`src/rtl/axil_master_if.sv`:
```
// rtl/axil_master_if.sv - AXI4-Lite bus bundle with master/slave views
interface axil_master_if #(
  parameter int C_DATA_W = 32,
  parameter int C_ADDR_W = 32
);
  logic [C_ADDR_W-1:0]   awaddr;
  logic [2:0]            awprot;
  logic                  awvalid;
  logic                  awready;
  logic [C_DATA_W-1:0]   wdata;
  logic [C_DATA_W/8-1:0] wstrb;
  logic                  wvalid;
  logic                  wready;
  logic [1:0]            bresp;
  logic                  bvalid;
  logic                  bready;
  logic [C_ADDR_W-1:0]   araddr;
  logic [2:0]            arprot;
  logic                  arvalid;
  logic                  arready;
  logic [C_DATA_W-1:0]   rdata;
  logic [1:0]            rresp;
  logic                  rvalid;
  logic                  rready;

  modport master (
    output awaddr, awprot, awvalid, input awready,
    output wdata, wstrb, wvalid, input wready,
    input  bresp, bvalid, output bready,
    output araddr, arprot, arvalid, input arready,
    input  rdata, rresp, rvalid, output rready
  );

  modport slave (
    input  awaddr, awprot, awvalid, output awready,
    input  wdata, wstrb, wvalid, output wready,
    output bresp, bvalid, input bready,
    input  araddr, arprot, arvalid, output arready,
    output rdata, rresp, rvalid, input rready
  );
endinterface

```
`src/rtl/axil_master.sv`:
```
// rtl/axil_master.sv - AXI4-Lite initiator, one outstanding single-beat command
module axil_master #(
  parameter int C_DATA_W = 32,
  parameter int C_ADDR_W = 32
) (
  input  logic                  i_m_axi_aclk,
  input  logic                  i_m_axi_areset,
  input  logic                  i_cmd_valid,
  output logic                  o_cmd_ready,
  input  logic                  i_cmd_write,
  input  logic [C_ADDR_W-1:0]   i_cmd_addr,
  input  logic [C_DATA_W-1:0]   i_cmd_wdata,
  input  logic [C_DATA_W/8-1:0] i_cmd_wstrb,
  output logic                  o_rsp_valid,
  input  logic                  i_rsp_ready,
  output logic                  o_rsp_write,
  output logic [C_DATA_W-1:0]   o_rsp_rdata,
  output logic [1:0]            o_rsp_resp,
  output logic                  o_busy,
  axil_master_if.master         m_axi
);

  typedef enum logic [2:0] {
    S_IDLE,
    S_WR,
    S_WR_RESP,
    S_RD_ADDR,
    S_RD_DATA,
    S_RSP
  } state_t;

  state_t                r_state;
  logic                  r_cmd_ready;
  logic                  r_busy;
  logic [C_ADDR_W-1:0]   r_awaddr;
  logic                  r_awvalid;
  logic [C_DATA_W-1:0]   r_wdata;
  logic [C_DATA_W/8-1:0] r_wstrb;
  logic                  r_wvalid;
  logic                  r_bready;
  logic [C_ADDR_W-1:0]   r_araddr;
  logic                  r_arvalid;
  logic                  r_rready;
  logic                  r_rsp_valid;
  logic                  r_rsp_write;
  logic [C_DATA_W-1:0]   r_rsp_rdata;
  logic [1:0]            r_rsp_resp;

  logic w_cmd_hs;
  logic w_aw_hs;
  logic w_w_hs;
  logic w_aw_done;
  logic w_w_done;

  assign w_cmd_hs  = i_cmd_valid & r_cmd_ready;
  assign w_aw_hs   = r_awvalid & m_axi.awready;
  assign w_w_hs    = r_wvalid & m_axi.wready;
  // a channel counts as done if it already completed earlier or completes now
  assign w_aw_done = ~r_awvalid | w_aw_hs;
  assign w_w_done  = ~r_wvalid | w_w_hs;

  always_ff @(posedge i_m_axi_aclk) begin
    if (i_m_axi_areset) begin
      r_state     <= S_IDLE;
      r_cmd_ready <= 1'b0;
      r_busy      <= 1'b0;
      r_awaddr    <= '0;
      r_awvalid   <= 1'b0;
      r_wdata     <= '0;
      r_wstrb     <= '0;
      r_wvalid    <= 1'b0;
      r_bready    <= 1'b0;
      r_araddr    <= '0;
      r_arvalid   <= 1'b0;
      r_rready    <= 1'b0;
      r_rsp_valid <= 1'b0;
      r_rsp_write <= 1'b0;
      r_rsp_rdata <= '0;
      r_rsp_resp  <= 2'b00;
    end else begin
      case (r_state)
        S_IDLE: begin
          r_cmd_ready <= 1'b1;
          if (w_cmd_hs) begin
            r_cmd_ready <= 1'b0;
            r_busy      <= 1'b1;
            if (i_cmd_write) begin
              r_awaddr  <= i_cmd_addr;
              r_wdata   <= i_cmd_wdata;
              r_wstrb   <= i_cmd_wstrb;
              r_awvalid <= 1'b1;
              r_wvalid  <= 1'b1;
              r_state   <= S_WR;
            end else begin
              r_araddr  <= i_cmd_addr;
              r_arvalid <= 1'b1;
              r_state   <= S_RD_ADDR;
            end
          end
        end
        S_WR: begin
          if (w_aw_hs) r_awvalid <= 1'b0;
          if (w_w_hs)  r_wvalid  <= 1'b0;
          if (w_aw_done && w_w_done) begin
            r_bready <= 1'b1;
            r_state  <= S_WR_RESP;
          end
        end
        S_WR_RESP: begin
          if (r_bready && m_axi.bvalid) begin
            r_bready    <= 1'b0;
            r_rsp_resp  <= m_axi.bresp;
            r_rsp_rdata <= '0;
            r_rsp_write <= 1'b1;
            r_rsp_valid <= 1'b1;
            r_state     <= S_RSP;
          end
        end
        S_RD_ADDR: begin
          if (r_arvalid && m_axi.arready) begin
            r_arvalid <= 1'b0;
            r_rready  <= 1'b1;
            r_state   <= S_RD_DATA;
          end
        end
        S_RD_DATA: begin
          if (r_rready && m_axi.rvalid) begin
            r_rready    <= 1'b0;
            r_rsp_resp  <= m_axi.rresp;
            r_rsp_rdata <= m_axi.rdata;
            r_rsp_write <= 1'b0;
            r_rsp_valid <= 1'b1;
            r_state     <= S_RSP;
          end
        end
        S_RSP: begin
          if (i_rsp_ready) begin
            r_rsp_valid <= 1'b0;
            r_cmd_ready <= 1'b1;
            r_busy      <= 1'b0;
            r_state     <= S_IDLE;
          end
        end
        default: r_state <= S_IDLE;
      endcase
    end
  end

  assign o_cmd_ready  = r_cmd_ready;
  assign o_busy       = r_busy;
  assign o_rsp_valid  = r_rsp_valid;
  assign o_rsp_write  = r_rsp_write;
  assign o_rsp_rdata  = r_rsp_rdata;
  assign o_rsp_resp   = r_rsp_resp;

  assign m_axi.awaddr  = r_awaddr;
  assign m_axi.awprot  = 3'b000;
  assign m_axi.awvalid = r_awvalid;
  assign m_axi.wdata   = r_wdata;
  assign m_axi.wstrb   = r_wstrb;
  assign m_axi.wvalid  = r_wvalid;
  assign m_axi.bready  = r_bready;
  assign m_axi.araddr  = r_araddr;
  assign m_axi.arprot  = 3'b000;
  assign m_axi.arvalid = r_arvalid;
  assign m_axi.rready  = r_rready;

endmodule
```
`src/flat_wrapper.sv`:
```
// flat-port wrapper written by rule: the top's interface ports become plain ports
module axil_master_flat 
#(
  parameter int C_DATA_W = 32,
  parameter int C_ADDR_W = 32
)
  (i_m_axi_aclk, i_m_axi_areset, i_cmd_valid, o_cmd_ready, i_cmd_write, i_cmd_addr, i_cmd_wdata, i_cmd_wstrb, o_rsp_valid, i_rsp_ready, o_rsp_write, o_rsp_rdata, o_rsp_resp, o_busy, m_axi_awaddr, m_axi_awprot, m_axi_awvalid, m_axi_awready, m_axi_wdata, m_axi_wstrb, m_axi_wvalid, m_axi_wready, m_axi_bresp, m_axi_bvalid, m_axi_bready, m_axi_araddr, m_axi_arprot, m_axi_arvalid, m_axi_arready, m_axi_rdata, m_axi_rresp, m_axi_rvalid, m_axi_rready);
  axil_master_if #(.C_DATA_W(C_DATA_W), .C_ADDR_W(C_ADDR_W)) m_axi_i ();
  input  logic i_m_axi_aclk;
  input  logic i_m_axi_areset;
  input  logic i_cmd_valid;
  output logic o_cmd_ready;
  input  logic i_cmd_write;
  input  logic [C_ADDR_W-1:0] i_cmd_addr;
  input  logic [C_DATA_W-1:0] i_cmd_wdata;
  input  logic [C_DATA_W/8-1:0] i_cmd_wstrb;
  output logic o_rsp_valid;
  input  logic i_rsp_ready;
  output logic o_rsp_write;
  output logic [C_DATA_W-1:0] o_rsp_rdata;
  output logic [1:0] o_rsp_resp;
  output logic o_busy;
  output wire logic [$bits(m_axi_i.awaddr)-1:0] m_axi_awaddr;
  output wire logic [$bits(m_axi_i.awprot)-1:0] m_axi_awprot;
  output wire logic [$bits(m_axi_i.awvalid)-1:0] m_axi_awvalid;
  input wire logic [$bits(m_axi_i.awready)-1:0] m_axi_awready;
  output wire logic [$bits(m_axi_i.wdata)-1:0] m_axi_wdata;
  output wire logic [$bits(m_axi_i.wstrb)-1:0] m_axi_wstrb;
  output wire logic [$bits(m_axi_i.wvalid)-1:0] m_axi_wvalid;
  input wire logic [$bits(m_axi_i.wready)-1:0] m_axi_wready;
  input wire logic [$bits(m_axi_i.bresp)-1:0] m_axi_bresp;
  input wire logic [$bits(m_axi_i.bvalid)-1:0] m_axi_bvalid;
  output wire logic [$bits(m_axi_i.bready)-1:0] m_axi_bready;
  output wire logic [$bits(m_axi_i.araddr)-1:0] m_axi_araddr;
  output wire logic [$bits(m_axi_i.arprot)-1:0] m_axi_arprot;
  output wire logic [$bits(m_axi_i.arvalid)-1:0] m_axi_arvalid;
  input wire logic [$bits(m_axi_i.arready)-1:0] m_axi_arready;
  input wire logic [$bits(m_axi_i.rdata)-1:0] m_axi_rdata;
  input wire logic [$bits(m_axi_i.rresp)-1:0] m_axi_rresp;
  input wire logic [$bits(m_axi_i.rvalid)-1:0] m_axi_rvalid;
  output wire logic [$bits(m_axi_i.rready)-1:0] m_axi_rready;
  assign m_axi_awaddr = m_axi_i.awaddr;
  assign m_axi_awprot = m_axi_i.awprot;
  assign m_axi_awvalid = m_axi_i.awvalid;
  assign m_axi_i.awready = m_axi_awready;
  assign m_axi_wdata = m_axi_i.wdata;
  assign m_axi_wstrb = m_axi_i.wstrb;
  assign m_axi_wvalid = m_axi_i.wvalid;
  assign m_axi_i.wready = m_axi_wready;
  assign m_axi_i.bresp = m_axi_bresp;
  assign m_axi_i.bvalid = m_axi_bvalid;
  assign m_axi_bready = m_axi_i.bready;
  assign m_axi_araddr = m_axi_i.araddr;
  assign m_axi_arprot = m_axi_i.arprot;
  assign m_axi_arvalid = m_axi_i.arvalid;
  assign m_axi_i.arready = m_axi_arready;
  assign m_axi_i.rdata = m_axi_rdata;
  assign m_axi_i.rresp = m_axi_rresp;
  assign m_axi_i.rvalid = m_axi_rvalid;
  assign m_axi_rready = m_axi_i.rready;
  axil_master #(.C_DATA_W(C_DATA_W), .C_ADDR_W(C_ADDR_W)) u_core (.i_m_axi_aclk(i_m_axi_aclk), .i_m_axi_areset(i_m_axi_areset), .i_cmd_valid(i_cmd_valid), .o_cmd_ready(o_cmd_ready), .i_cmd_write(i_cmd_write), .i_cmd_addr(i_cmd_addr), .i_cmd_wdata(i_cmd_wdata), .i_cmd_wstrb(i_cmd_wstrb), .o_rsp_valid(o_rsp_valid), .i_rsp_ready(i_rsp_ready), .o_rsp_write(o_rsp_write), .o_rsp_rdata(o_rsp_rdata), .o_rsp_resp(o_rsp_resp), .o_busy(o_busy), .m_axi(m_axi_i));
endmodule
```
`config.mk`:
```
export PLATFORM = sky130hd
export DESIGN_NAME = axil_master_flat
export DESIGN_NICKNAME = d
export VERILOG_FILES = /design/src/rtl/axil_master_if.sv /design/src/rtl/axil_master.sv /design/src/flat_wrapper.sv
export SDC_FILE = /design/constraint.sdc
export NUM_CORES = 1
export LEC_CHECK = 0
export ABC_AREA = 1
export CAP_MARGIN = 20
export CORE_ASPECT_RATIO = 1.5
export CORE_MARGIN = 2
export CORE_UTILIZATION = 42
export DETAILED_ROUTE_END_ITERATION = 8
export HOLD_SLACK_MARGIN = 0.03
export PLACE_DENSITY = 0.81
export RECOVER_POWER = 100
export SETUP_SLACK_MARGIN = 0.4
export SYNTH_ARGS = -nofsm -noshare
export SYNTH_HDL_FRONTEND = slang
export SYNTH_SLANG_ARGS = --single-unit
```
`constraint.sdc`:
```
create_clock -name i_m_axi_aclk -period 2.1 [get_ports i_m_axi_aclk]
set_input_delay 0.315 -clock i_m_axi_aclk [delete_from_list [all_inputs] [get_ports i_m_axi_aclk]]
set_output_delay 0.315 -clock i_m_axi_aclk [all_outputs]
set_load 0.02 [all_outputs]
```
# ---- After elaboration in Yosys (flattened, before gate mapping)
# Index checks and enable logic that the tools add are counted.
# W data, S select, Z words.
dict set report op_classes {
  reduce_logical 24
  n_lt_le_gt_ge 0
  n_mul 0
  n_eq_ne 15
  muxes 40
  n_addsub 0
  div 0
  n_shift 0
  bitwise 8
}
# op count
set ops {}
lappend ops {{$mux W32} 2}
lappend ops {{$pmux W32 S2} 1}
lappend ops {{$mux W3} 6}
lappend ops {{$pmux W3 S6} 1}
lappend ops {{$reduce_and A3 Y1} 6}
lappend ops {{$mux W1} 17}
lappend ops {{$pmux W1 S2} 8}
lappend ops {{$reduce_and A4 Y1} 4}
lappend ops {{$ne A2 B1 Y1 const B} 7}
lappend ops {{$reduce_bool A2 Y1} 6}
lappend ops {{$eq A3 B2 Y1 const B} 2}
lappend ops {{$eq A3 B3 Y1 const B} 2}
lappend ops {{$mux W2} 3}
lappend ops {{$ne A2 B2 Y1 const B} 3}
lappend ops {{$reduce_and A6 Y1} 1}
lappend ops {{$logic_and A1 B1 Y1} 4}
lappend ops {{$pmux W2 S2} 1}
lappend ops {{$and A1 B1 Y1} 3}
lappend ops {{$eq A3 B1 Y1 const B} 1}
lappend ops {{$logic_not A3 Y1} 1}
lappend ops {{$not A1 Y1} 3}
lappend ops {{$pmux W1 S3} 1}
lappend ops {{$reduce_bool A3 Y1} 1}
lappend ops {{$or A1 B1 Y1} 2}
lappend ops {{$reduce_and A2 Y1} 1}
dict set report word_totals {
  input_bits 114
  rom_bits 0
  ram_bits 0
  regBits 146
  word_cells 103
  mem_count 0
  latch_bits 0
  out_inout_bits 149
}

# ---- Logic depth before layout (Yosys ltp)
# Gate-level depths: netlist of run 1.
dict set report depth {
  ltp_word 5
  depth_mapped 11
  ltp_nobuf 9
}

# ---- Least setup slack after synthesis of run 1
# OpenSTA, ideal clock, no wires.
dict set report synth_timing {
  path_kind {register -> register}
  from {register u_core.r_state[2]}
  to {register u_core.r_rsp_rdata[21], in the netlist u_core.o_rsp_rdata[21]}
  stages_incl_launch_ff 12
  setup_slack_ps 650
  t_required_ps 1965
  t_arrival_ps 1315
  setup_time_ps 135
  synth_period_minus_slack_ps 1450
  path_buffers 3
  cell_sequence {dfxtp_1 buf_4 nor2_2 nand2_1 nand2_2 nand3_2 inv_2 buf_6 buf_8 nand2_2 o21ai_2 nor2_2}
}
dict set report synth_via {
  elab_chain_cells 3
  elab_cells_between_ends 7
  cone_classes {eq/ne: 4; mux: 1; reduce/logical: 2}
}
# element line_no
set synth_rtl {}
lappend synth_rtl {{start, declared} axil_master.sv:32} ;# state_t r_state;
lappend synth_rtl {{start signal, assigned} axil_master.sv:64} ;# r_state <= S_IDLE;
lappend synth_rtl {{start signal, assigned} axil_master.sv:93} ;# r_state <= S_WR;
lappend synth_rtl {{start signal, assigned} axil_master.sv:97} ;# r_state <= S_RD_ADDR;
lappend synth_rtl {{$eq A3 B3 Y1 / $eq A3 B2 Y1 (equally long branches)} axil_master.sv:81} ;# case (r_state)
lappend synth_rtl {{$ne A2 B1 Y1 (no source line) / $reduce_bool A2 Y1 (equally long branches)} -}
lappend synth_rtl {{$reduce_and A3 Y1 (no source line)} -}
lappend synth_rtl {{end signal, assigned} axil_master.sv:130} ;# r_rsp_rdata <= m_axi.rdata;
lappend synth_rtl {{end, declared} axil_master.sv:46} ;# logic [C_DATA_W-1:0] r_rsp_rdata;
# Several ways; a longest one is shown, not always the timed one.
# A chain may end at the register's enable or synchronous reset.

# ---- Worst setup path in the final report of run 1
dict set report layout_timing {
  from {register u_core.r_state[1]}
  to {register u_core.r_rsp_rdata[28], in the netlist u_core.o_rsp_rdata[28]}
}
# The elaborated chain is that of the path after synthesis.

==> results.sh, run 1 <==
export IMPL_io_buffers=256
export IMPL_drt_initial_drc_count=138
export IMPL_slew_headroom_pct=62.56
export IMPL_synth_seq_area_share_pct=50.90
export IMPL_cts_hold_buf=0
export IMPL_die_area_um2=14640
export IMPL_required_ns=2.37
export IMPL_routed_via_density=4.951
export IMPL_path_cells="nor2_4 > nand3_2 > nand3_1 > clkinv_4 > buf_12 > buf_4 > o21ai_2 > nor2_2"
export IMPL_drive_above_1_share_pct=10.06
export IMPL_ios=263
export IMPL_postSynthAreaPerCell_um2=7.770
export IMPL_power_density_nw_per_um2=1238
export IMPL_layout_area_overhead_vs_synth_pct=47.55
export IMPL_seq_area_um2=2925
export IMPL_route_vias_total=5723
export IMPL_max_freq_mhz=569.5
export IMPL_whs_endpoint="u_core.m_axi.wvalid"
export IMPL_rows=52
export IMPL_ys_warn_count=0
export IMPL_finalInstanceArea_um2=8472
export IMPL_synth_top_cells_by_area="dfxtp_1, nor2_1, o21ai_0, nand2_1, o21ai_2"
export IMPL_antenna_found_initial=0
export IMPL_grt_pass1_vias=5580
export IMPL_grt_max_degree=70
export IMPL_finalNetCount=1096
export IMPL_min_from="i_m_axi_areset"
export IMPL_place_hpwl_um=11710
export IMPL_slowest_delay_ns=0.37
export IMPL_rsz0062_at_grt="true"
export IMPL_clk_path_buf_depth=2
export IMPL_r2r_setup_slack_ns=0.34
export IMPL_clkTransAtPathRegs_ns=0.06
export IMPL_holdPathStages=4
export IMPL_max_cap_viol_count=0
export IMPL_period_share_pct=83.62
export IMPL_grt_overflow=0
export IMPL_total_power_mw=10.49
export IMPL_netlist_area_leader_share_pct=50.90
export IMPL_power_leakage_nw=3.810
export IMPL_cts_sinks=146
export IMPL_crit_type="register to register"
export IMPL_period_needed_ns=1.756
export IMPL_cp_start_kind="register"
export IMPL_netlist_area_um2=5742
export IMPL_hold_viol_final=0
export IMPL_synth_cell_type_count=29
export IMPL_r2r_start="u_core.r_state[1]"
export IMPL_synth_largest_area_cell="dfxtp_1"
export IMPL_worst_pin_slew_ns=0.5616
export IMPL_cp_max_fo=19
export IMPL_syn_inst=739
export IMPL_setup_tns_ns=0
export IMPL_min_path_type="input pin to register"
export IMPL_worst_clock_skew_ns=0.01024
export IMPL_die_x_um=99.47
export IMPL_multi_input_area_um2=2372
export IMPL_fp_coreArea_um2=13400
export IMPL_cts_root_buf="clkbuf_16"
export IMPL_status="finished, final reports clean"
export IMPL_antennaDiodeCount=0
export IMPL_remaining_drc_errors=0
export IMPL_grt_pass1_wl_um=27580
export IMPL_wl_per_cell_um=14.90
export IMPL_synth_seq_cells=146
export IMPL_critPathCaptureType="register"
export IMPL_n_fill_cell=1231
export IMPL_r2r_cells=8
export IMPL_setup_violations=0
export IMPL_first_pass_iters=4
export IMPL_cp_data_arrival_time_ns=2.03
export IMPL_dpl_instance_area_um2=8392
export IMPL_die_h_um=147.2
export IMPL_ant_nets=0
export IMPL_cts_buffers=17
export IMPL_slowest_stage="dfxtp_2"
export IMPL_hold_ws_ns=0.4205
export IMPL_drt_total_wl_um=17220
export IMPL_grt_use_total_pct=23.30
export IMPL_worstReg2RegEnd="u_core.o_rsp_rdata[28]"
export IMPL_place_gp_congestion=0.9237
export IMPL_cts_tree="yes"
export IMPL_peakVddDrop_mv=0.5313
export IMPL_slew_violations=0
export IMPL_initial_core_util_pct=42.84
export IMPL_htreeDepth=4
export IMPL_clock_latency_ns=0.41
[critical path, delay by kind of cell (launching register included)]
kind	cells	cell delay, ns
buffers and inverters	3	0.47
and+or+nand+nor	4	0.66
DFF	1	0.37
AOI/OAI and AO/OA	1	0.11
[what timing repair did]
item,4_1_cts,5_1_grt
pin swaps,0,1
cloned,0,1
endpoints found under the setup margin,37,124
gates resized for setup,36,77
setup buffers,0,0
[cell usage in the layout (no fill, tap or decap), drive strengths merged]
| cell | n |
|---|---|
| clkinvlp | 3 |
| o21ai | 136 |
| bufinv | 3 |
| nand3 | 11 |
| nor2 | 249 |
| a21oi | 9 |
| o211ai | 2 |
| o211a | 1 |
| and3 | 1 |
| clkdlybuf4s50 | 112 |
| o21bai | 1 |
| buf | 15 |
| nand4 | 2 |
| dlygate4sd2 | 36 |
| dfxtp | 146 |
| nand2 | 108 |
| dlygate4sd3 | 37 |
| conb | 6 |
| clkbuf | 91 |
| nor3 | 1 |
| clkinv | 5 |
| inv | 19 |
[per-stage QoR]
| stage | util, % | worst slack, ns | instances |
|---|---|---|---|
| 3_5_place_dp | 62.61 | 0.2454 | 1124 |
| 6_report | 63.21 | 0.3439 | 1156 |
| 2_1_floorplan | - | 0.6500 | 744 |
| 4_1_cts | 66.76 | 0.3846 | 1155 |
| 5_1_grt | 63.21 | 0.2432 | 1156 |
| 3_3_place_gp | 62.61 | 0.2822 | 1124 |
[how the worst max path moves through the flow]
stage | startpoint | slack, ns | end | cells after the start
6_report | u_core.r_state[1] | 0.34 | u_core.o_rsp_rdata[28] | 8
5_1_grt | u_core.r_state[0] | 0.24 | u_core.o_rsp_rdata[28] | 9
4_1_cts | u_core.r_state[1] | 0.38 | u_core.o_rsp_rdata[28] | 9
3_5_place_dp | m_axi_rvalid | 0.25 | u_core.o_rsp_rdata[0] | 9
3_3_place_gp | i_cmd_valid | 0.28 | u_core.m_axi.wdata[18] | 9
2_1_floorplan | u_core.r_state[2] | 0.65 | u_core.o_rsp_rdata[21] | 11
[power breakdown]
group,switching (mW),internal [mW],total (mW)
clock,1.18,1.90,3.08
combinational,2.30,1.43,3.73
sequential,0.337,3.35,3.69
[flip-flops by register name, indices dropped and copies added, names as in the netlist]
signal                count
u_core.m_axi.araddr      32
u_core.m_axi.arvalid      1
u_core.m_axi.awaddr      32
u_core.m_axi.awvalid      1
u_core.m_axi.bready       1
u_core.m_axi.rready       1
u_core.m_axi.wdata       32
u_core.m_axi.wstrb        4
u_core.m_axi.wvalid       1
u_core.o_busy             1
u_core.o_cmd_ready        1
u_core.o_rsp_rdata       32
u_core.o_rsp_resp         2
u_core.o_rsp_valid        1
u_core.o_rsp_write        1
u_core.r_state            3
[cell type report]
cell class,instances,share of cell area [%]
clock buffers,19,5.228
flip-flops and latches,146,34.53
clock inverters,12,1.861
multi-input cells,527,28.00
well taps,162,2.393
repair buffers,272,27.10
inverters,18,0.8861
[kinds of logic (layout without fill, tap and decap cells)]
group | Yosys count | in the layout | synth area share, %
simple gates | 372 | 372 | 27.41
compound gates | 149 | 149 | 14.71
flops | 146 | 146 | 50.90
buf+inv | 71 | 321 | 6.908
other cells | 1 | 6 | 0.06531
[cells in the mapped netlist (all sizes together)]
cell type,count
inv,18
o211a,1
nand2,108
nand4,2
o21ai,136
o211ai,2
buf,35
nor3,1
nor2,249
o21bai,1
a21oi,9
dfxtp,146
conb,1
nand3,11
and3,1
clkbuf,18
[layer usage]
layer / vias up / share of wire, % / track usage [%]
li1: 2817 / - / -
met1: 2632 / 40 / 27.31
met2: 246 / 49 / 39.49
met3: 28 / 8.6 / 7.850
met4: 0 / 1.9 / 8.151
met5: - / 0 / 0
Note: power is estimated with default switching activity, not from simulation.
==> inputs of run 2 (changes only) <==
==> constraint.sdc (replaced) <==
create_clock -name i_m_axi_aclk -period 1.75 [get_ports i_m_axi_aclk]
set_input_delay 0.2625 -clock i_m_axi_aclk [delete_from_list [all_inputs] [get_ports i_m_axi_aclk]]
set_output_delay 0.2625 -clock i_m_axi_aclk [all_outputs]
set_load 0.02 [all_outputs]
==> results.sh, run 2 (synthesis gave the netlist of run 1 again) <==
export IMPL_slowest_delay_ns=0.39
export IMPL_rows=52
export IMPL_path_cells="nor2_4 > nand2_4 > nand2_4 > nand3_4 > inv_8 > buf_6 > buf_6 > buf_16 > nand2_1 > o21ai_2 > nor2_2"
export IMPL_cts_root_buf="clkbuf_16"
export IMPL_antenna_found_initial=0
export IMPL_grt_max_degree=56
export IMPL_layout_area_overhead_vs_synth_pct=66.75
export IMPL_drt_total_wl_um=21510
export IMPL_seqPwrFrac_pct=29.9
export IMPL_grt_pass1_vias=6113
export IMPL_die_x_um=99.47
export IMPL_die_h_um=147.2
export IMPL_cp_data_arrival_time_ns=1.90
export IMPL_finalNetCount=1148
export IMPL_htreeDepth=4
export IMPL_p_int_mw=9.428
export IMPL_mostFrequentLayoutCell="nor2_1"
export IMPL_initial_core_util_pct=42.84
export IMPL_ant_nets=0
export IMPL_required_ns=2.04
export IMPL_drt_initial_drc_count=253
export IMPL_worst_clock_skew_ns=0.009519
export IMPL_met3_length_um=1688
export IMPL_power_density_nw_per_um2=1577
export IMPL_min_path_type="input pin to register"
export IMPL_combinationalPowerShare_pct=44.0
export IMPL_critPathCaptureType="register"
export IMPL_ios=263
export IMPL_grt_use_total_pct=27.05
export IMPL_met1_length_um=7636
export IMPL_status="finished, final reports clean"
export IMPL_grt_pass1_wl_um=31270
export IMPL_p_sw_mw=5.666
export IMPL_grt_overflow=0
export IMPL_place_gp_congestion=0.9164
export IMPL_max_freq_mhz=619.5
export IMPL_cts_tree="yes"
export IMPL_remaining_drc_errors=0
export IMPL_cp_max_fo=6
export IMPL_clkTransAtPathRegs_ns=0.07
export IMPL_slew_headroom_pct=63.26
export IMPL_drive_above_1_share_pct=22.47
export IMPL_max_cap_viol_count=0
export IMPL_slowest_stage="dfxtp_1"
export IMPL_die_area_um2=14640
export IMPL_cp_start_kind="register"
export IMPL_clk_path_buf_depth=2
export IMPL_fp_coreArea_um2=13400
export IMPL_cts_buffers=17
export IMPL_first_pass_iters=5
export IMPL_top_layer="met4"
export IMPL_setup_tns_ns=0
export IMPL_routed_via_density=5.076
export IMPL_period_share_pct=92.23
export IMPL_period_needed_ns=1.614
export IMPL_hold_viol_final=0
export IMPL_rsz0062_at_grt="true"
export IMPL_power_share_switching_pct=37.54
export IMPL_antennaDiodeCount=0
export IMPL_route_vias_total=6132
export IMPL_slew_violations=0
export IMPL_place_hpwl_um=12700
export IMPL_dpl_instance_area_um2=8615
export IMPL_peakVddDrop_mv=0.7868
export IMPL_wl_per_cell_um=17.80
export IMPL_worst_pin_slew_ns=0.5512
export IMPL_io_buffers=256
export IMPL_power_leakage_nw=3.852
export IMPL_crit_type="register to register"
export IMPL_clkPwrFrac_pct=26.1
export IMPL_clock_latency_ns=0.41
export IMPL_layout_common_cells="nor2_1, dfxtp_1, clkdlybuf4s50_1"
export IMPL_r2r_setup_slack_ns=0.14
export IMPL_finalInstanceArea_um2=9574
export IMPL_cts_sinks=146
export IMPL_setup_violations=0
export IMPL_wl_met2_um=11550
-- run 2: path summary, 6_finish.rpt --
path / startpoint / to / cells after the start
max: u_core.r_state[0] / u_core.o_rsp_rdata[19] / 11
min: i_m_axi_areset / u_core.m_axi.awaddr[6] / 4
max reg2reg: u_core.r_state[0] / u_core.o_rsp_rdata[19] / 11
min reg2reg: u_core.m_axi.rready / u_core.m_axi.rready / 2
-- run 2: power groups by stage --
stage | Clock [mW] | Sequential [mW] | Combinational, mW
6_report | 3.94 | 4.51 | 6.64
5_1_grt | 4.13 | 4.58 | 7.07
4_1_cts | 3.98 | 4.47 | 6.40
3_5_place_dp | 0 | 4.54 | 5.41
3_3_place_gp | 0 | 4.52 | 5.36
2_1_floorplan | 0 | 5.28 | 2.48
-- run 2: area by class of cell --
cell class / instances / area, um2
clock buffers: 18 / 439.2
inverters: 18 / 90.09
fillers: 1057 / 3829
well taps: 162 / 202.7
clock inverters: 13 / 196.4
flip-flops and latches: 146 / 2934
multi-input cells: 527 / 2799
repair buffers: 324 / 2913
-- run 2: critical path: cells and delay by family, from the launching register on --
family / cells / cell delay, ns
buffers and inverters: 4 / 0.43
DFF: 1 / 0.39
AOI/OAI and AO/OA: 1 / 0.06
and+or+nand+nor: 6 / 0.62
-- run 2: what timing repair did --
action | CTS | global route
endpoints found under the setup margin | 284 | 248
gates cloned | 8 | 10
setup buffers | 11 | 4
hold buffers | 0 | 0
resized for setup | 353 | 295
pin swaps | 14 | 69
-- run 2: routing by layer --
metal	global-route usage, %	vias up
li1	-	2936
met2	50.24	284
met5	0	-
met4	9.384	0
met1	27.67	2857
met3	9.372	55
-- run 2: through the flow --
| step | power (mW) | hold slack [ns] | util (%) | setup slack (ns) | instances |
|---|---|---|---|---|---|
| finish | 15.09 | 0.2878 | 71.43 | 0.1359 | 1208 |
| global route | 15.78 | 0.3173 | 71.43 | 0.07006 | 1208 |
| floorplan | 7.761 | 0.3974 | - | 0.3388 | 744 |
| CTS | 14.85 | 0.2584 | 72.79 | 0.2223 | 1194 |
| detailed placement | 9.953 | 0.4559 | 64.27 | 0.001257 | 1144 |
| global placement | 9.879 | 0.4412 | 64.27 | 0.04055 | 1144 |
==> inputs of run 3 (changes only) <==
--- a/config.mk
+++ b/config.mk
@@ -11,6 +11,7 @@
 export CORE_MARGIN = 2
 export CORE_UTILIZATION = 42
 export DETAILED_ROUTE_END_ITERATION = 8
+export GPL_TIMING_DRIVEN = 0
 export HOLD_SLACK_MARGIN = 0.03
 export PLACE_DENSITY = 0.81
 export RECOVER_POWER = 100
==> results.sh, run 3 (synthesis gave the netlist of run 1 again) <==
export IMPL_cts_tree="yes"
export IMPL_drt_total_wl_um=24030
export IMPL_die_h_um=147.2
export IMPL_setup_slack_ns=0.01445
export IMPL_slew_headroom_pct=56.19
export IMPL_drt_initial_drc_count=355
export IMPL_period_needed_ns=1.736
export IMPL_dp_cells=1162
export IMPL_r2r_cells=10
export IMPL_crit_start="u_core.r_state[1]"
export IMPL_first_pass_iters=5
export IMPL_fin_util_pct=80.06
export IMPL_ios=263
export IMPL_route_vias_total=6467
export IMPL_critPathCaptureType="register"
export IMPL_hold_viol_final=0
export IMPL_finalNetCount=1201
export IMPL_grt_pass1_wl_um=33730
export IMPL_clkTransAtPathRegs_ns=0.06
export IMPL_cts_root_buf="clkbuf_16"
export IMPL_htreeDepth=4
export IMPL_place_gp_congestion=0.9039
export IMPL_grtUsageMet1_pct=29.22
export IMPL_peakVddDrop_mv=0.8117
export IMPL_cts_buffers=17
export IMPL_grt_max_degree=17
export IMPL_min_from="i_cmd_wdata[28]"
export IMPL_total_power_mw=15.92
export IMPL_max_cap_viol_count=0
export IMPL_clock_latency_ns=0.42
export IMPL_initial_core_util_pct=42.84
export IMPL_finalInstanceArea_um2=10730
export IMPL_max_freq_mhz=576.2
export IMPL_min_path_type="input pin to register"
export IMPL_layout_area_overhead_vs_synth_pct=86.88
export IMPL_cp_max_fo=5
export IMPL_wl_per_cell_um=19.06
export IMPL_ant_nets=0
export IMPL_worst_pin_slew_ns=0.6571
export IMPL_die_area_um2=14640
export IMPL_grt_overflow=0
export IMPL_dpl_worst_slack_ns=-0.5540
export IMPL_holdPathStages=3
export IMPL_period_share_pct=99.17
export IMPL_crit_type="register to register"
export IMPL_routed_via_density=5.128
export IMPL_met2_usage_pct=56.35
export IMPL_seq_area_um2=2934
export IMPL_setup_tns_ns=0
export IMPL_fp_coreArea_um2=13400
export IMPL_cp_data_arrival_time_ns=2.04
export IMPL_status="finished, final reports clean"
export IMPL_antenna_found_initial=0
export IMPL_slew_violations=0
export IMPL_power_leakage_nw=4.247
export IMPL_remaining_drc_errors=0
export IMPL_layout_common_cells="nor2_1, dfxtp_1, clkdlybuf4s50_1"
export IMPL_required_ns=2.05
export IMPL_rows=52
export IMPL_power_density_nw_per_um2=1484
export IMPL_clk_path_buf_depth=2
export IMPL_mostFrequentLayoutCell="nor2_1"
export IMPL_n_fill_cell=870
export IMPL_r2r_start="u_core.r_state[1]"
export IMPL_grt_pass1_vias=6422
export IMPL_antennaDiodeCount=0
export IMPL_layout_cells_non_filler=1261
export IMPL_cts_sinks=146
export IMPL_hold_ws_ns=0.4240
export IMPL_drive_above_1_share_pct=34.03
export IMPL_rsz0062_at_grt="true"
export IMPL_place_hpwl_um=13960
export IMPL_dpl_instance_area_um2=8593
export IMPL_die_x_um=99.47
export IMPL_setup_violations=0
export IMPL_gr_usage_met3_pct=9.848
export IMPL_cp_start_kind="register"
export IMPL_busiest_layer="met2"
export IMPL_grt_use_total_pct=29.46
export IMPL_io_buffers=256
export IMPL_multi_input_area_um2=3288
export IMPL_worst_clock_skew_ns=0.01093
==> run 3: metal layers <==
layer	part of all wire (%)	wire length (um)
met4	3.3	797
met5	0	0
met2	56	13410
met1	33	7860
met3	8.2	1959
==> run 3: path summary, 6_finish.rpt <==
check | endpoint | slack (ns)
worst max-delay path | u_core.m_axi.wdata[13] | 0.01
worst min-delay path | u_core.m_axi.wdata[28] | 0.42
worst max register to register | u_core.m_axi.wdata[13] | 0.01
worst min register to register | u_core.o_rsp_resp[0] | 0.46
==> run 3: power by group <==
group	switching, mW	internal (mW)
sequential	0.487	4.03
clock	1.44	2.53
combinational	4.08	3.35
total	6.01	9.91
==> run 3: timing repair <==
item	4_1_cts	5_1_grt
setup endpoints to repair	287	234
cloned	13	6
setup buffers	37	12
gates resized for setup	500	316
hold buffers	0	0
pin swaps	36	71
==> run 3: worst max-delay path, cell delays in order, from the launching register on <==
cell	delay (ns)
dfxtp_4	0.37
inv_2	0.15
nand2_4	0.08
nor2_4	0.10
nand2_4	0.08
nor2_8	0.19
inv_4	0.08
clkbuf_2	0.19
clkbuf_16	0.20
nor2_1	0.13
nor2_1	0.06
==> run 3: area by class of cell <==
| class | count | area share [%] |
|---|---|---|
| multi-input cells | 527 | 30.64 |
| repair buffers | 324 | 27.69 |
| flip-flops and latches | 146 | 27.34 |
| plain buffers | 53 | 5.574 |
| clock buffers | 19 | 4.035 |
| clock inverters | 12 | 1.924 |
| well taps | 162 | 1.889 |
| inverters | 18 | 0.8979 |
